[config.mk]
export PLATFORM = sky130hd
export DESIGN_NAME = vga_timing
export DESIGN_NICKNAME = d
export VERILOG_FILES = /design/src/rtl/vga_timing.sv
export SDC_FILE = /design/constraint.sdc
export NUM_CORES = 1
export LEC_CHECK = 0
export CORE_MARGIN = 2
export CORE_UTILIZATION = 50
export CTS_CLUSTER_DIAMETER = 80
export CTS_CLUSTER_SIZE = 12
export DETAILED_ROUTE_END_ITERATION = 10
export PLACE_DENSITY = 0.83
export SLEW_MARGIN = 30
export SYNTH_ARGS = -nofsm -noshare
export SYNTH_HDL_FRONTEND = slang
export SYNTH_SLANG_ARGS = --single-unit
[constraint.sdc]
create_clock -name clk -period 2.65 [get_ports clk]
set_input_delay 0.53 -clock clk [delete_from_list [all_inputs] [get_ports clk]]
set_output_delay 0.53 -clock clk [all_outputs]
set_load 0.05 [all_outputs]
[src/rtl/vga_timing.sv]
// -----------------------------------------------------------------------------
// vga_timing
//
// 640x480 @ 60 Hz VGA timing generator running from a 100 MHz clock.
// A 2-bit divider produces a one-clk pixel strobe every 4 clk. Horizontal and
// vertical counters advance on that strobe. Both syncs are registered so they
// switch on the same edge as the counters.
//
// Ports
//   clk          : system clock, sole clock
//   reset        : synchronous, active-high reset
//   p_tick       : pixel-enable strobe, high when the divider reads 3
//   pixel_x      : horizontal count, 0..799
//   pixel_y      : vertical count, 0..524
//   hsync        : horizontal sync, active-low, low for h in 656..751
//   vsync        : vertical sync, active-low, low for v in 490..491
//   video_on_out : high inside the 640x480 visible area
//   frame_tick   : one-clk pulse on the strobe where both counters wrap
//   blink        : cursor blink square wave
//
// Build option
//   VGA_TIMING_BLINK_EN : when defined, blink toggles every 30 frames.
//                         When undefined, blink is tied to 0.
//
// The timing parameters default to standard 640x480 timing. They can be
// overridden to shrink the raster, for example to make a small test raster.
// -----------------------------------------------------------------------------
module vga_timing #(
    parameter int H_VISIBLE = 640,
    parameter int H_FRONT   = 16,
    parameter int H_SYNC    = 96,
    parameter int H_BACK    = 48,
    parameter int V_VISIBLE = 480,
    parameter int V_FRONT   = 10,
    parameter int V_SYNC    = 2,
    parameter int V_BACK    = 33
) (
    input  logic       clk,
    input  logic       reset,
    output logic       p_tick,
    output logic [9:0] pixel_x,
    output logic [9:0] pixel_y,
    output logic       hsync,
    output logic       vsync,
    output logic       video_on_out,
    output logic       frame_tick,
    output logic       blink
);

    localparam int         H_TOTAL      = H_VISIBLE + H_FRONT + H_SYNC + H_BACK;
    localparam int         V_TOTAL      = V_VISIBLE + V_FRONT + V_SYNC + V_BACK;
    localparam logic [9:0] H_MAX        = 10'(H_TOTAL - 1);
    localparam logic [9:0] V_MAX        = 10'(V_TOTAL - 1);
    localparam logic [9:0] H_VIS_END    = 10'(H_VISIBLE);
    localparam logic [9:0] V_VIS_END    = 10'(V_VISIBLE);
    localparam logic [9:0] H_SYNC_FIRST = 10'(H_VISIBLE + H_FRONT);
    localparam logic [9:0] H_SYNC_LAST  = 10'(H_VISIBLE + H_FRONT + H_SYNC - 1);
    localparam logic [9:0] V_SYNC_FIRST = 10'(V_VISIBLE + V_FRONT);
    localparam logic [9:0] V_SYNC_LAST  = 10'(V_VISIBLE + V_FRONT + V_SYNC - 1);

    logic [1:0] div_reg;
    logic [9:0] h_reg;
    logic [9:0] h_next;
    logic [9:0] v_reg;
    logic [9:0] v_next;
    logic       hsync_reg;
    logic       hsync_next;
    logic       vsync_reg;
    logic       vsync_next;

    assign p_tick = (div_reg == 2'd3);

    // Next counter values. The syncs are decoded from these next values so
    // that the registered syncs line up with the counters they describe.
    always_comb begin
        h_next = h_reg;
        v_next = v_reg;
        if (p_tick) begin
            if (h_reg == H_MAX) begin
                h_next = 10'd0;
                if (v_reg == V_MAX) begin
                    v_next = 10'd0;
                end else begin
                    v_next = v_reg + 10'd1;
                end
            end else begin
                h_next = h_reg + 10'd1;
            end
        end
        hsync_next = !((h_next >= H_SYNC_FIRST) && (h_next <= H_SYNC_LAST));
        vsync_next = !((v_next >= V_SYNC_FIRST) && (v_next <= V_SYNC_LAST));
    end

    always_ff @(posedge clk) begin
        if (reset) begin
            div_reg   <= 2'd0;
            h_reg     <= 10'd0;
            v_reg     <= 10'd0;
            hsync_reg <= 1'b1;
            vsync_reg <= 1'b1;
        end else begin
            div_reg   <= div_reg + 2'd1;
            h_reg     <= h_next;
            v_reg     <= v_next;
            hsync_reg <= hsync_next;
            vsync_reg <= vsync_next;
        end
    end

    assign pixel_x      = h_reg;
    assign pixel_y      = v_reg;
    assign hsync        = hsync_reg;
    assign vsync        = vsync_reg;
    assign video_on_out = (h_reg < H_VIS_END) && (v_reg < V_VIS_END);
    assign frame_tick   = p_tick && (h_reg == H_MAX) && (v_reg == V_MAX);

`ifdef VGA_TIMING_BLINK_EN
    // Frame counter 0..29; blink flips on the frame_tick that wraps it,
    // so each blink level lasts 30 frames.
    localparam logic [4:0] FRAME_LAST = 5'd29;

    logic [4:0] frame_cnt_reg;
    logic       blink_reg;

    always_ff @(posedge clk) begin
        if (reset) begin
            frame_cnt_reg <= 5'd0;
            blink_reg     <= 1'b0;
        end else if (frame_tick) begin
            if (frame_cnt_reg == FRAME_LAST) begin
                frame_cnt_reg <= 5'd0;
                blink_reg     <= ~blink_reg;
            end else begin
                frame_cnt_reg <= frame_cnt_reg + 5'd1;
            end
        end
    end

    assign blink = blink_reg;
`else
    assign blink = 1'b0;
`endif

endmodule

==> impl_metrics.ini <==
[setup_path]
endpoint = frame_tick
setup.worst_path.class = flop to primary output
r2r_setup_slack_ns = 0.56
arrival_ns = 1.97
critPathTopFamily = simple AND/OR/NAND/NOR gates
path_max_fanout = 7
cp-start-kind = flop
reg2reg_from = div_reg[0]$_SDFF_PP0_
crit_required_ns = 2.12
worst-path-buf-inv = 2
path_cells = inv_1 > ha_1 > and4bb_1 > nand4_1 > nor4_4 > buf_12
r2r_end = vsync$_SDFF_PP1_
slowest_stage = nor4_4
cp-startpoint = pixel_y[0]$_SDFF_PP0_
reg2reg_depth = 8
worst-path-stages = 6
end_kind = primary output
cpPeakStageDelay_ns = 0.42

[yosys]
yosysWarnings = 0
syn_inst = 160
synth_commonest_cells = dfxtp_1 (24), nor2_1 (18), nand2_1 (11)
netlist.top_cell.by_area = dfxtp_1
seq_area_frac_synth_pct = 34.9
syn_area_mm2 = 0.00138
synthMostInstantiatedCell = dfxtp_1
synth-edff-count = 0
synth_area_leaders = dfxtp_1 (35%), xnor2_1 (6.4%), nor2_1 (4.9%)
synthDistinctLibCells = 44
ys_ff_latch = 24
synth_ff_type = dfxtp_1
synth_area_per_cell_um2 = 8.60
async_reset_ff_share_pct = 0
synth.top_cell.area_share_pct = 34.9
synth_fp_nets = 166

[timing]
min_period_over_period_pct = 94.4
fin_crit_ns = 2.50
slew_headroom_pct = 65.5
fin_tns_setup_ns = 0
rsz0062_at_grt = no
hold_viol = 0
tightestPinTransition_ns = 0.515
setup_viol = 0
finClkSkew_ns = 0.00339
max_freq_ghz = 0.400
slew_viol_final = 0

[detailed_routing]
drc = 0
routed_wl_um = 3270
dr.pass1.iters = 4
ant_nets = 0
vias = 1269
wl_per_cell_um = 15.0
vias_per_cell = 5.82
drt_iter0_drc = 43

[placed_design]
gp_congestion = 0.888
dp_hpwl_um = 2410
portBuffers = 26

[die]
dieHeight_um = 56.5
core_area_mm2 = 0.00269
initial_core_util_pct = 51.2
rows = 19
num_io_pins = 28
die-area_mm2 = 0.00319
die_w_um = 56.5

[clocking]
h-tree-depth = 1
clk_pin_slew_worst_paths_ns = 0.13
cts.sinks = 24
cts_buffer_depth = 2
clk_latency_ns = 0.31
cts_buffers = 3
cts_tree = built
clockRootBuffer = clkbuf_4

[min_path]
min_path_cells = 1
hold_path_class = flop to flop

[global_routing]
grt_usage_pct = 21.3
antenna_found_initial = 0
grt_pass1_wl_um = 5440
grt_max_degree = 14
first_global_vias = 1227
overflow = 0

[power_and_ir_drop]
swShare_pct = 22.2
p_clk_share_pct = 32.6
p_int_uw = 459
power_leakage_uw = 0.000591
p_per_area_mw_per_mm2 = 340
power_frac_comb_pct = 5.2
seqPwrFrac_pct = 62.2
p_switching_uw = 131
peakVddDrop_mv = 0.266

[outcome]
status = finished clean

[layout]
utilization_pct = 64.6
drive_above_1_share_pct = 10.2
diodes = 0
nNetsFinal = 194
area_delta_synth_final_pct = 26.2

[flow_run]
maxCapViolCount = 0
-- how the worst min path moves through the flow --
stage,from,endpoint
finish,div_reg[0]$_SDFF_PP0_,div_reg[0]$_SDFF_PP0_
global route,div_reg[0]$_SDFF_PP0_,div_reg[0]$_SDFF_PP0_
CTS,div_reg[0]$_SDFF_PP0_,div_reg[0]$_SDFF_PP0_
detailed placement,div_reg[0]$_SDFF_PP0_,div_reg[0]$_SDFF_PP0_
global placement,div_reg[0]$_SDFF_PP0_,div_reg[0]$_SDFF_PP0_
floorplan,div_reg[0]$_SDFF_PP0_,div_reg[0]$_SDFF_PP0_
-- layer usage --
metal,GRT usage [%],up-vias,share of wire [%]
met2,40.2,33,51
li1,-,624,-
met4,5.78,0,0.40
met1,24.7,610,44
met3,2.76,2,4.0
met5,0,-,0
-- cells in the final DEF (no fill, tap or decap), types with 2 or more instances in the layout --
master / instances
o21bai_1: 2
xnor2_1: 10
nor2_1: 18
nor3_1: 10
a31oi_1: 2
nor4bb_1: 2
inv_1: 4
clkbuf_4: 3
nor2b_1: 3
nand2_1: 11
and3_1: 2
nand2b_1: 3
dfxtp_1: 24
clkdlybuf4s50_1: 24
nor4_4: 2
ha_1: 4
a211o_1: 2
nor4_1: 2
nand4_1: 5
a21oi_1: 7
xor2_1: 7
nand4b_1: 2
buf_4: 6
nand3_1: 9
-- power groups by stage --
stage | Combinational (µW) | Sequential (µW) | Clock [µW]
2_1_floorplan | 20.3 | 378 | 0
3_5_place_dp | 31.0 | 375 | 0
4_1_cts | 31.1 | 367 | 198
5_1_grt | 33.2 | 368 | 210
3_3_place_gp | 29.9 | 375 | 0
6_report | 30.7 | 367 | 192
-- cell type report --
cell class                 instances  area, µm²
sequential                        24        480
fill                             228        950
clock buffer                       4       36.3
tap                               31       38.8
multi-input combinational        123        848
timing repair buffer              32        318
inverter                           4       15.0
-- what timing repair did --
item | CTS | global route
buffers inserted | 0 | 3
resized for setup | 0 | 1
hold buffers | 0 | 0
setup endpoints to repair | 0 | 2
-- metrics by stage --
stage	hold slack (ns)	instance area, µm²	total power, µW	instances	setup WS [ns]
CTS	0.436	1710	596	215	0.0478
floorplan	0.399	1390	399	160	0.0829
global route	0.463	1740	611	218	0.0282
finish	0.431	1740	590	218	0.149
global placement	0.406	1680	405	211	0.426
detailed placement	0.418	1680	406	211	0.411
-- cells by family (layout without fill, tap and decap cells) --
family,after synthesis,after routing,synth area share [%]
xor+xnor,17,17,10.8
fa+ha+maj,4,4,3.64
mux,1,1,0.727
simple gates,79,79,34.5
compound gates,21,21,10.6
buf+inv,13,40,4.54
flops,24,24,34.9
other cells,1,1,0.272
(Power assumes the default switching activity.)
